<file path="config.mk">
export PLATFORM = sky130hd
export DESIGN_NAME = bbox_detect_multi
export DESIGN_NICKNAME = d
export VERILOG_FILES = /design/src/rtl/bbox_detect_multi.sv
export SDC_FILE = /design/constraint.sdc
export NUM_CORES = 1
export LEC_CHECK = 0
export CORE_MARGIN = 2
export CORE_UTILIZATION = 60
export CTS_BUF_LIST = sky130_fd_sc_hd__clkbuf_4 sky130_fd_sc_hd__clkbuf_8
export DETAILED_ROUTE_END_ITERATION = 12
export PLACE_DENSITY = 0.82
export SLEW_MARGIN = 20
export SYNTH_ARGS = -nofsm -noshare
export SYNTH_HDL_FRONTEND = slang
export SYNTH_SLANG_ARGS = --single-unit
</file>
<file path="constraint.sdc">
create_clock -name clk -period 15.6 [get_ports clk]
set_input_delay 1.56 -clock clk [delete_from_list [all_inputs] [get_ports clk]]
set_output_delay 1.56 -clock clk [all_outputs]
set_load 0.05 [all_outputs]
</file>
<file path="src/rtl/bbox_detect_multi.sv">
// Per-channel bounding-box detector over a raster-scanned mask stream, with a
// double-buffered published result and a registered box-border overlay query.
module bbox_detect_multi #(
    parameter int H_ACT   = 1024,
    parameter int V_ACT   = 768,
    parameter int CH      = 2,
    parameter int CW      = 11,
    parameter int MIN_PIX = 64
) (
    input  logic            clk,
    input  logic            Reset,
    input  logic            frame_start,
    input  logic            pix_valid,
    input  logic [CH-1:0]   pix_mask,
    input  logic [CW-1:0]   ovl_x,
    input  logic [CW-1:0]   ovl_y,
    output logic [CH*CW-1:0] x_min,
    output logic [CH*CW-1:0] x_max,
    output logic [CH*CW-1:0] y_min,
    output logic [CH*CW-1:0] y_max,
    output logic [CH-1:0]   box_valid,
    output logic            result_stb,
    output logic [CH-1:0]   ovl_hit,
    output logic            busy
);

    localparam int CNT_W = $clog2(H_ACT * V_ACT + 1);

    typedef enum logic [1:0] {IDLE, ACCUM, PUBLISH} state_t;

    state_t state, next_state;
    logic clear_acc, accum_en, last_pix;

    logic [CW-1:0] x_cnt, y_cnt;

    logic [CW-1:0]    acc_xmin [CH];
    logic [CW-1:0]    acc_xmax [CH];
    logic [CW-1:0]    acc_ymin [CH];
    logic [CW-1:0]    acc_ymax [CH];
    logic [CNT_W-1:0] acc_cnt  [CH];

    logic [CW-1:0]    nx_xmin [CH];
    logic [CW-1:0]    nx_xmax [CH];
    logic [CW-1:0]    nx_ymin [CH];
    logic [CW-1:0]    nx_ymax [CH];
    logic [CNT_W-1:0] nx_cnt  [CH];

    logic [CH-1:0] ch_hit, hit_comb;

    always_ff @(posedge clk or posedge Reset) begin
        if (Reset) state <= IDLE;
        else       state <= next_state;
    end

    // A frame_start in ACCUM restarts accumulation without publishing; the
    // pixel sharing a cycle with frame_start is never accumulated.
    always_comb begin
        next_state = state;
        clear_acc  = 1'b0;
        accum_en   = 1'b0;
        last_pix   = 1'b0;
        case (state)
            IDLE: begin
                if (frame_start) begin
                    next_state = ACCUM;
                    clear_acc  = 1'b1;
                end
            end
            ACCUM: begin
                if (frame_start) begin
                    clear_acc = 1'b1;
                end else if (pix_valid) begin
                    accum_en = 1'b1;
                    if (x_cnt == CW'(H_ACT - 1) && y_cnt == CW'(V_ACT - 1)) begin
                        last_pix   = 1'b1;
                        next_state = PUBLISH;
                    end
                end
            end
            PUBLISH: begin
                if (frame_start) begin
                    next_state = ACCUM;
                    clear_acc  = 1'b1;
                end else begin
                    next_state = IDLE;
                end
            end
            default: next_state = IDLE;
        endcase
    end

    assign busy       = (state == ACCUM);
    assign result_stb = (state == PUBLISH);

    always_comb begin
        for (int k = 0; k < CH; k++) begin
            ch_hit[k]  = accum_en && pix_mask[k];
            nx_xmin[k] = (ch_hit[k] && x_cnt < acc_xmin[k]) ? x_cnt : acc_xmin[k];
            nx_xmax[k] = (ch_hit[k] && x_cnt > acc_xmax[k]) ? x_cnt : acc_xmax[k];
            nx_ymin[k] = (ch_hit[k] && y_cnt < acc_ymin[k]) ? y_cnt : acc_ymin[k];
            nx_ymax[k] = (ch_hit[k] && y_cnt > acc_ymax[k]) ? y_cnt : acc_ymax[k];
            nx_cnt[k]  = (ch_hit[k] && acc_cnt[k] != '1) ? acc_cnt[k] + CNT_W'(1) : acc_cnt[k];
        end
    end

    always_ff @(posedge clk or posedge Reset) begin
        if (Reset) begin
            x_cnt <= '0;
            y_cnt <= '0;
        end else if (clear_acc) begin
            x_cnt <= '0;
            y_cnt <= '0;
        end else if (accum_en) begin
            if (x_cnt == CW'(H_ACT - 1)) begin
                x_cnt <= '0;
                y_cnt <= y_cnt + CW'(1);
            end else begin
                x_cnt <= x_cnt + CW'(1);
            end
        end
    end

    always_ff @(posedge clk or posedge Reset) begin
        if (Reset) begin
            for (int k = 0; k < CH; k++) begin
                acc_xmin[k] <= '0;
                acc_xmax[k] <= '0;
                acc_ymin[k] <= '0;
                acc_ymax[k] <= '0;
                acc_cnt[k]  <= '0;
            end
        end else if (clear_acc) begin
            for (int k = 0; k < CH; k++) begin
                acc_xmin[k] <= '1;
                acc_xmax[k] <= '0;
                acc_ymin[k] <= '1;
                acc_ymax[k] <= '0;
                acc_cnt[k]  <= '0;
            end
        end else if (accum_en) begin
            for (int k = 0; k < CH; k++) begin
                acc_xmin[k] <= nx_xmin[k];
                acc_xmax[k] <= nx_xmax[k];
                acc_ymin[k] <= nx_ymin[k];
                acc_ymax[k] <= nx_ymax[k];
                acc_cnt[k]  <= nx_cnt[k];
            end
        end
    end

    // Published results load on the edge that accepts the last pixel, so they
    // are already visible during the one-cycle PUBLISH strobe.
    always_ff @(posedge clk or posedge Reset) begin
        if (Reset) begin
            x_min     <= '0;
            x_max     <= '0;
            y_min     <= '0;
            y_max     <= '0;
            box_valid <= '0;
        end else if (last_pix) begin
            for (int k = 0; k < CH; k++) begin
                if (nx_cnt[k] >= CNT_W'(MIN_PIX)) begin
                    box_valid[k]       <= 1'b1;
                    x_min[k*CW +: CW]  <= nx_xmin[k];
                    x_max[k*CW +: CW]  <= nx_xmax[k];
                    y_min[k*CW +: CW]  <= nx_ymin[k];
                    y_max[k*CW +: CW]  <= nx_ymax[k];
                end else begin
                    box_valid[k]       <= 1'b0;
                    x_min[k*CW +: CW]  <= '0;
                    x_max[k*CW +: CW]  <= '0;
                    y_min[k*CW +: CW]  <= '0;
                    y_max[k*CW +: CW]  <= '0;
                end
            end
        end
    end

    always_comb begin
        for (int k = 0; k < CH; k++) begin
            hit_comb[k] = box_valid[k] && (
                ((ovl_x == x_min[k*CW +: CW] || ovl_x == x_max[k*CW +: CW]) &&
                 ovl_y >= y_min[k*CW +: CW] && ovl_y <= y_max[k*CW +: CW]) ||
                ((ovl_y == y_min[k*CW +: CW] || ovl_y == y_max[k*CW +: CW]) &&
                 ovl_x >= x_min[k*CW +: CW] && ovl_x <= x_max[k*CW +: CW]));
        end
    end

    always_ff @(posedge clk or posedge Reset) begin
        if (Reset) ovl_hit <= '0;
        else       ovl_hit <= hit_comb;
    end

endmodule

</file>
==> results.md, run 1 <==
* Mux share of post-synthesis cell area at 3.12%
* WS Path Type: input pin to flop
* Max Freq at 0.206 GHz
* Design Power at around 1400 µW
* Initial antenna violation count at 0
* Post-synth EDFFs at 0
* H-tree depth at 2
* ANT nets after route at 0
* Worst Hold Path EP: acc_ymax[21]$_DFFE_PP0P_
* Worst vdd rail ir drop at roughly 0.055 mV
* Starting Density at ~60%
* Synth top cells by count: dfrtp_1 (244), inv_1 (180), ha_1 (176), nor2_1 (155), o21ai_0 (110)
* Minimum clock period at 4870 ps
* Hold-critical path depth at 1
* LEAKAGE at between 0.007 and 0.008 µW
* CP max-delay cell: a2111oi_0
* Status: complete, no violations
* Synthesized flop and latch total at approximately 240
* Crit path buf inv count at 2
* R2R Setup Slk at between 10,000 and 15,000 ps
* Crit-path cells: clkdlybuf4s50_1 -> and4bb_2 -> nand2_1 -> a2111oi_0 -> xnor2_1 -> o21ai_1 -> nor4_4 -> buf_4 -> a211oi_1
* Worst EP required at 15,960 ps
* Syn_nets at 1,926
* Post-synth ARST share at 100%
* DRT iter0 DRCs at between 1,000 and 1,500
* First-pass GRT wire length at a little under 70,000 µm
* Drt total wl at between 40,000 and 50,000 µm
* Post-synth top area cell: dfrtp_1
* Syn-to-layout area delta at 13.9%
* Worst Setup Slack, final at between 10,000 and 15,000 ps
* CTS Root Cell: clkbuf_8
* Fin crit share at a little under a third
* Post-route DRC violation count at 0
* Synth area leaders: dfrtp_1 (39%), ha_1 (14%), inv_1 (4.3%)
* Slew Viols, Final at 0
* Clk_lat worst skew at around 550 ps
* FF-to-FF path depth at 8
* Core Area at 25,900 µm²
* Reg-to-Reg Start: y_cnt[1]$_DFFE_PP0P_
* Synth Area in XOR/XNOR at approximately 1.8%
* Cell Area, Synth at 15,800 µm²
* CP Data Arrival Time at 5230 ps
* Worst hold start: acc_ymax[21]$_DFFE_PP0P_
* GPL Wtd Cong at 0.939
* # clock sinks at 244
* Yosys warning count at 0
* Nets at between 2,000 and 2,500
* Post-DP HPWL at 29,400 µm
* Drt pass-1 iters at 5
* Crit path max-delay family: simple AND/OR/NAND/NOR gates
* Vias in the first global route at roughly 13,000
* Crit start category: input pin
* Maximum number of pins on one net before global-route repair at approximately 90
* Ys flop type: dfrtp_1
* Critical path endpoint category: flop
* Slew HR at between 20 and 30%
* Routed vias at around 14,000
* CTS tree: done
* CP Max Fanout at between 40 and 50
* Compound-gate portion of the synthesized area at between 10% and 20%
* Die span in x at 166 µm
* Max-cap violation count at 0
* Post-Synth Simple-Gate Area at 15.7%
* Synthesized area per cell at around 9 µm²
* Layout cells sized above 1 at around 8%
* Longest Clk Path Bufs at 3
* I/O pins at between 100 and 150
* Register clock-pin slew on the reported worst setup and hold paths at roughly 60 ps
* TNS Setup at 0 ps
* Hold Path Class: flop to flop
* PwrDens at 78.3 nW/µm²
* Post-synthesis cell type count at 70
* Synth top area share at 38.7%
* Synth Area in Adders at between 10% and 20%
* Sequential-to-total area share from yosys stat at around two fifths
* Endpoints failing setup at 0
* Hold Fails Final Rpt at 0
* RSZ-0062 raised after global routing: false
* Final core occ at between 60% and 70%
* Main combinational cell family by area after synthesis: compound AO/OA/AOI/OAI gates
* Post-Syn Instances at roughly 1,700
* ANT cells at 0
* Post-placement setup slack at 10,210 ps
* Most repeated cell in the gate-level netlist after synthesis: dfrtp_1
* Vias per inst at 6.33
* Total track usage at ~30%
* Core Rows at slightly below 60
* Cts hold-fix bufs at 0
* Total grt overflow at 0
* Post-CTS Setup Inserts at 0
* Resize count post-CTS at 0
* Crit-path max cell delay at 900 ps
* Total CTS buffers at 40
* Die area at around 28,000 µm²
* FF-to-FF End: x_max[16]$_DFFE_PP0P_
* WL/cell at roughly 19 µm
* PortBufs at 121
* Slew @ Worst Pin at between 1000 and 1500 ps
* Die Ht at 166 µm
* Worst Skew at approximately 29 ps
==> worst max-delay path by stage <==
stage,slack (ps),cells after the start,to,start
2_1_floorplan,7340,1,acc_cnt[0]$_DFFE_PP0P_,Reset
3_3_place_gp,10420,9,y_min[3]$_DFFE_PP0P_,frame_start
3_5_place_dp,10210,9,x_min[2]$_DFFE_PP0P_,frame_start
4_1_cts,10800,9,x_min[2]$_DFFE_PP0P_,frame_start
5_1_grt,10470,8,x_max[18]$_DFFE_PP0P_,y_cnt[1]$_DFFE_PP0P_
6_report,10730,9,x_min[2]$_DFFE_PP0P_,frame_start
==> per-layer routing <==
metal | GRT usage (%) | share of wire (%) | up-vias
met3 | 5.53 | 8.0 | 103
li1 | - | - | 6351
met5 | 0 | 0 | -
met1 | 43.1 | 44 | 6644
met2 | 47.4 | 45 | 606
met4 | 10.0 | 3.0 | 0
==> registers in the layout (all words and copies together) (netlist names) <==
signal     count
acc_cnt       40
acc_xmax      22
acc_xmin      22
acc_ymax      22
acc_ymin      22
box_valid      2
ovl_hit        2
state          2
x_cnt         11
x_max         22
x_min         22
y_cnt         11
y_max         22
y_min         22
==> power breakdown <==
group / leakage [µW] / switching, µW / internal [µW]
combinational: 0.00425 / 101 / 58.8
sequential: 0.00326 / 20.1 / 651
clock: 0.000435 / 249 / 325
==> per-stage QoR <==
step / instances / hold WS, ps / instance area, µm²
detailed placement: 2096 / 482 / 17100
finish: 2164 / 498 / 18000
floorplan: 1722 / 466 / 15800
global placement: 2096 / 484 / 17100
CTS: 2164 / 501 / 17900
global route: 2164 / 519 / 18000
==> cell families (layout without fill, tap and decap cells) <==
family,after synthesis,after routing
flip-flops,244,244
AND/OR/NAND/NOR,501,501
multiplexers,49,49
XOR/XNOR,33,33
adder cells (fa/ha/maj),176,176
AO/OA/AOI/OAI,438,438
buffers and inverters,281,388
==> layout make-up <==
cell class	instances	area, µm²
inverter	180	686
fill	1937	7960
timing repair buffer	140	1360
tap	335	419
clock buffer	65	807
multi-input combinational	1197	8560
sequential	244	6110
clock inverter	3	20.0
==> cell usage in the layout (no fill, tap or decap), types with 8 or more instances in the layout <==
cell / instances
mux2i_1: 48
xor2_1: 19
a21oi_2: 18
a311oi_1: 9
nor3_1: 28
nor2_1: 154
and3_1: 17
dfrtp_1: 244
nor2b_1: 18
o21a_1: 18
a2111oi_0: 8
a21oi_1: 64
and2_1: 8
nand3_1: 48
a211oi_2: 19
clkbuf_4: 14
clkdlybuf4s50_1: 121
o211ai_1: 8
ha_1: 176
a22o_1: 45
nor4_1: 12
a211oi_1: 36
nand4_1: 55
buf_4: 18
xnor2_1: 14
inv_1: 178
clkbuf_8: 51
o21ai_0: 108
a31oi_1: 28
a21o_1: 28
and4_1: 16
nand2_1: 108
(Power assumes the default switching activity.)
==> inputs of run 2 (changes only) <==
==> constraint.sdc (replaced) <==
create_clock -name clk -period 5 [get_ports clk]
set_input_delay 0.5 -clock clk [delete_from_list [all_inputs] [get_ports clk]]
set_output_delay 0.5 -clock clk [all_outputs]
set_load 0.05 [all_outputs]
==> results.md, run 2 (synthesized netlist as in run 1, its figures left out) <==
* First-pass GRT wire length at 68,900 µm (about the same)
* Routed vias at 13,600 (-0.98%)
* Worst vdd rail ir drop at 0.160 mV (+190%)
* CTS tree: done
* Die Ht at 166 µm (unchanged)
* Register clock-pin slew on the reported worst setup and hold paths at 70 ps (about the same)
* Slew Viols, Final at 0 (unchanged)
* Slew @ Worst Pin at 1040 ps (-40.2 ps)
* Worst EP required at 5390 ps (-10,570 ps)
* Commonest non-fill, non-tap cells in the layout: dfrtp_1 (244), inv_1 (178), ha_1 (176), nor2_1 (154), clkdlybuf4s50_1 (121)
* GPL Wtd Cong at 0.900 (-4.1%)
* ANT cells at 0 (unchanged)
* Max-cap violation count at 0 (unchanged)
* Vias in the first global route at 13,200 (-0.94%)
* Most common cell after layout, fill and taps aside: dfrtp_1
* Longest Clk Path Bufs at 3 (unchanged)
* RSZ-0062 raised after global routing: false
* Die area at 27,600 µm² (unchanged)
* DRT iter0 DRCs at 1,100 (-9.5%)
* Post-DP HPWL at 29,700 µm (+1.1%)
* Final core occ at 69.6% (+0.31 points)
* Vias per inst at 6.24 (-1.5%)
* Crit start category: flop
* Total track usage at 30.4% (about the same)
* TNS Setup at 0 ps (unchanged)
* Slew HR at 30.1% (+2.7 points)
* Most flop-heavy register: acc_cnt
* # clock sinks at 244 (unchanged)
* Worst Skew at 25.4 ps (-3.41 ps)
* I/O pins at 122 (unchanged)
* CTS Root Cell: clkbuf_8
* Critical path endpoint category: flop
* Post-route DRC violation count at 0 (unchanged)
* Worst Setup Slack, final at 1220 ps (-9510 ps)
* PwrDens at 247 nW/µm² (+220%)
* Clk_lat worst skew at 560 ps (about the same)
* Design Power at 4460 µW (+220%)
* CP Max Fanout at 50 (+11%)
* Fill cells at 1,983 (+2.4%)
* Fin crit share at about 76%
* ANT nets after route at 0 (unchanged)
* CP Data Arrival Time at 4170 ps (-1060 ps)
* WL/cell at 19.2 µm (-1.1%)
* Initial antenna violation count at 0 (unchanged)
* Core Rows at 59 (unchanged)
* Syn-to-layout area delta at 14.4%
* Maximum number of pins on one net before global-route repair at 80 (-12%)
* Largest register FFs at 40 (unchanged)
* Drt pass-1 iters at 5 (unchanged)
* Minimum clock period at between 3000 and 4000 ps
* Total grt overflow at 0 (unchanged)
* Total CTS buffers at 42 (+5.0%)
* Endpoints failing setup at 0 (unchanged)
* Post-CTS Setup Inserts at 0 (unchanged)
* Hold Fails Final Rpt at 0 (unchanged)
* Drt total wl at 41,800 µm (-0.62%)
* Status: complete, no violations
* Layout cells sized above 1 at 8.59% (+0.50 points)
* Resize count post-CTS at 0 (unchanged)
* PortBufs at 121 (unchanged)
* Post-placement setup slack at 860 ps (-9350 ps)
* Hold Path Class: input pin to async pin
* Starting Density at 60.8% (unchanged)
* LEAKAGE at 0.00799 µW (+0.53%)
* H-tree depth at 2 (unchanged)
* Reg-to-Reg Start: y_cnt[3]$_DFFE_PP0P_
* Nets at 2,015 (+0.40%)
* Crit path launch: y_cnt[3]$_DFFE_PP0P_
* WS Path Type: flop to flop
* Core Area at 25,900 µm² (unchanged)
* Die span in x at 166 µm (unchanged)
* Cts hold-fix bufs at 0 (unchanged)
* Max Freq at around 0.26 GHz
## run 2: cell count changes in the layout (fill, tap and decap cells not counted), sizes merged
cell | before | now
clkbuf | 65 | 62
clkinv | 1 | 6
clkinvlp | 2 | 5
buf | 19 | 25
## run 2: path summary, 6_finish.rpt
check / slack, ps / to / cells after the start
max in group asynchronous: 3510 / x_max[0]$_DFFE_PP0P_ / 3
min in group clk: 500 / acc_ymax[21]$_DFFE_PP0P_ / 1
worst max register to register: 1220 / x_min[2]$_DFFE_PP0P_ / 9
worst min register to register: 500 / acc_ymax[21]$_DFFE_PP0P_ / 1
worst max-delay path: 1220 / x_min[2]$_DFFE_PP0P_ / 9
worst min-delay path: 240 / acc_cnt[33]$_DFFE_PP0P_ / 2
## run 2: per-stage QoR
stage	cells	hold slack, ps	cell area, µm²
6_report	2175	238	18000
5_1_grt	2175	262	18000
4_1_cts	2175	228	18000
3_5_place_dp	2102	488	17200
3_3_place_gp	2102	484	17200
2_1_floorplan	1722	466	15800
## run 2: where the power goes
group	switching, µW	leakage (µW)	internal, µW
registers	53.4	0.00326	2030
clock network	840	0.000454	1030
logic	317	0.00428	188
## run 2: final cells by class
class	instances	area (µm²)	share of cell area, %
well taps	335	419	2.32
flip-flops and latches	244	6110	33.9
clock inverters	11	68.8	0.382
inverters	180	682	3.78
repair buffers	146	1400	7.76
clock buffers	62	803	4.45
multi-input cells	1197	8560	47.4
## run 2: per-layer routing
| metal | global-route usage, % | routed length (µm) | vias to the layer above |
|---|---|---|---|
| met5 | 0 | 0 | - |
| met4 | 9.57 | 1240 | 0 |
| met3 | 4.24 | 2830 | 96 |
| met2 | 47.3 | 18600 | 537 |
| met1 | 44.2 | 19100 | 6587 |
| li1 | - | - | 6350 |
## run 2: worst max-delay path, cell delays in order, from the launching register on
cell      delay (ps)
dfrtp_1          670
and4_1           360
nor4bb_1         680
nand3_2          140
buf_4            350
inv_4            400
nand4_1          210
nor4_4           160
buf_4            500
a211oi_1         110
==> inputs of run 3 (changes only) <==
--- a/config.mk
+++ b/config.mk
@@ -6,10 +6,10 @@
 export NUM_CORES = 1
 export LEC_CHECK = 0
 export CORE_MARGIN = 2
-export CORE_UTILIZATION = 60
+export CORE_UTILIZATION = 55
 export CTS_BUF_LIST = sky130_fd_sc_hd__clkbuf_4 sky130_fd_sc_hd__clkbuf_8
 export DETAILED_ROUTE_END_ITERATION = 12
-export PLACE_DENSITY = 0.82
+export PLACE_DENSITY = 0.79
 export SLEW_MARGIN = 20
 export SYNTH_ARGS = -nofsm -noshare
 export SYNTH_HDL_FRONTEND = slang
==> constraint.sdc (replaced) <==
create_clock -name clk -period 3.2 [get_ports clk]
set_input_delay 0.32 -clock clk [delete_from_list [all_inputs] [get_ports clk]]
set_output_delay 0.32 -clock clk [all_outputs]
set_load 0.05 [all_outputs]
==> results.md, run 3 (synthesized netlist as in run 1, its figures left out) <==
* Die area at 30,000 µm² (+8.9%)
* Commonest non-fill, non-tap cells in the layout: dfrtp_1 (244), inv_1 (178), ha_1 (176), nor2_1 (154), clkdlybuf4s50_1 (121)
* Die Ht at 173 µm (+4.3%)
* Max Freq at 0.331 GHz (+25%)
* Core Rows at 61 (+3.4%)
* Worst Skew at 16.1 ps (-9.30 ps)
* DRT iter0 DRCs at 1,106 (+0.55%)
* Clock power share at 44.3% (+2.3 points)
* Hold Path Class: input pin to async pin
* Vias in the first global route at 13,800 (+4.2%)
* ANT cells at 0 (unchanged)
* Initial antenna violation count at 0 (unchanged)
* RSZ-0062 raised after global routing: false
* Cts hold-fix bufs at 0 (unchanged)
* Psw at 1910 µW (+58%)
* Minimum clock period at 3020 ps (-751 ps)
* Most flop-heavy register: acc_cnt
* Max-cap violation count at 0 (unchanged)
* GPL Wtd Cong at 0.910 (+1.1%)
* Drt pass-1 iters at 8 (+3)
* PortBufs at 121 (unchanged)
* Largest register FFs at 40 (unchanged)
* Crit start category: flop
* Register clock-pin slew on the reported worst setup and hold paths at 60 ps (about the same)
* Layout cells sized above 1 at 11.7% (+3.1 points)
* Syn-to-layout area delta at 19.1%
* Most common cell after layout, fill and taps aside: dfrtp_1
* Pint at 5450 µW (+67%)
* Slew Viols, Final at 0 (unchanged)
* Crit path top cell by count: and3_1
* Slew HR at 41.3% (+11 points)
* CP Max Fanout at 45 (-10%)
* Nets at 2,075 (+3.0%)
* Status: complete, no violations
* CP Data Arrival Time at 3440 ps (-730 ps)
* WL/cell at 19.6 µm (+1.9%)
* Combinational Power Share at 11.4% (about the same)
* H-tree depth at 2 (unchanged)
* I/O pins at 122 (unchanged)
* Hold Fails Final Rpt at 0 (unchanged)
* # clock sinks at 244 (unchanged)
* Longest Clk Path Bufs at 3 (unchanged)
* CTS Root Cell: clkbuf_8
* Drt total wl at 44,600 µm (+6.9%)
* CTS tree: done
* Worst EP required at 3610 ps (-1780 ps)
* Routed vias at 14,000 (+3.5%)
* Cell area after layout at 18,800 µm² (+4.1%)
* Total track usage at 29.5% (-0.90 points)
* Clk_lat worst skew at 550 ps (about the same)
* Total grt overflow at 0 (unchanged)
* Endpoints failing setup at 0 (unchanged)
* WS Path Type: flop to flop
* Post-placement setup slack at 50.6 ps (-809 ps)
* Maximum number of pins on one net before global-route repair at 130 (+63%)
* Crit-path max cell delay at 440 ps (-240 ps)
* Critical path endpoint category: flop
* Worst Setup Slack, final at 176 ps (-1050 ps)
* Seq pwr share at 44.2% (-2.5 points)
* Slew @ Worst Pin at 875 ps (-162 ps)
* Worst vdd rail ir drop at 0.347 mV (+120%)
* CP max-delay cell: a2111oi_4
* Total CTS buffers at 41 (-2.4%)
* Vias per inst at 6.16 (-1.3%)
* Post-route DRC violation count at 0 (unchanged)
* Placed cell area at 17,800 µm² (+3.5%)
* Post-DP HPWL at 32,100 µm (+8.1%)
* Crit-path cells: ha_1 -> and3_1 -> and3_1 -> buf_4 -> a31oi_1 -> nor3_1 -> o221ai_1 -> a2111oi_4 -> buf_12 -> a211oi_1
* Starting Density at 56.3% (-4.6 points)
* First-pass GRT wire length at 71,900 µm (+4.4%)
* PwrDens at 392 nW/µm² (+58%)
* Switch share at 26.0% (-1.2 points)
* Core Area at 28,000 µm² (+8.1%)
* LEAKAGE at 0.00840 µW (+5.2%)
* Fin crit share at 94.5% (+19 points)
* ANT nets after route at 0 (unchanged)
* Hold WS at 123 ps (-115 ps)
* Die span in x at 173 µm (+4.3%)
[run 3: per-layer routing]
layer  track usage [%]  vias up  share of wire, %
met5                 0        -                 0
met4              13.2        0               4.4
met3              4.04      138               7.5
met2              45.2      628                44
met1              41.7     6791                44
li1                  -     6488                 -
[run 3: area by class of cell]
type,instances,area (µm²)
fillers,2222,9240
repair buffers,207,1980
multi-input cells,1197,8560
flip-flops and latches,244,6110
inverters,180,682
well taps,378,473
clock buffers,60,763
clock inverters,15,203
[run 3: worst max-delay path: cells and delay by family (launching register included)]
kind                       cells  cell delay (ps)
buffers and inverters          2              510
AOI/OAI and AO/OA              4              850
adders and majority gates      1              200
and+or+nand+nor                3              880
DFF                            1              390
[run 3: path summary, 6_finish.rpt]
check | startpoint | end | slack (ps) | cells after the start
setup / recovery | acc_cnt[0]$_DFFE_PP0P_ | x_min[17]$_DFFE_PP0P_ | 180 | 10
hold / removal | Reset | acc_cnt[36]$_DFFE_PP0P_ | 120 | 2
setup reg to reg | acc_cnt[0]$_DFFE_PP0P_ | x_min[17]$_DFFE_PP0P_ | 180 | 10
hold reg to reg | acc_ymax[19]$_DFFE_PP0P_ | acc_ymax[19]$_DFFE_PP0P_ | 500 | 1
max in group asynchronous | Reset | acc_xmax[3]$_DFFE_PP0P_ | 2160 | 4
min in group clk | acc_ymax[19]$_DFFE_PP0P_ | acc_ymax[19]$_DFFE_PP0P_ | 500 | 1
[run 3: power groups by stage]
| stage | Sequential (µW) | Combinational (µW) | Clock (µW) |
|---|---|---|---|
| 6_report | 3250 | 842 | 3260 |
| 5_1_grt | 3260 | 947 | 3430 |
| 4_1_cts | 3250 | 838 | 3290 |
| 3_5_place_dp | 3310 | 829 | 0 |
| 3_3_place_gp | 3300 | 779 | 0 |
| 2_1_floorplan | 3280 | 545 | 0 |
[run 3: metrics by stage]
stage	total power, µW	instances	util, %	TNS [ps]
global route	7640	2281	67.0	0
global placement	4080	2205	63.4	0
CTS	7380	2280	66.9	0
detailed placement	4140	2205	63.4	0
finish	7350	2281	67.0	0
floorplan	3830	1722	-	-79000
[run 3: timing repair]
item,in CTS,in global routing
buffers inserted,0,0
setup endpoints to repair,0,59
gates resized for setup,0,3
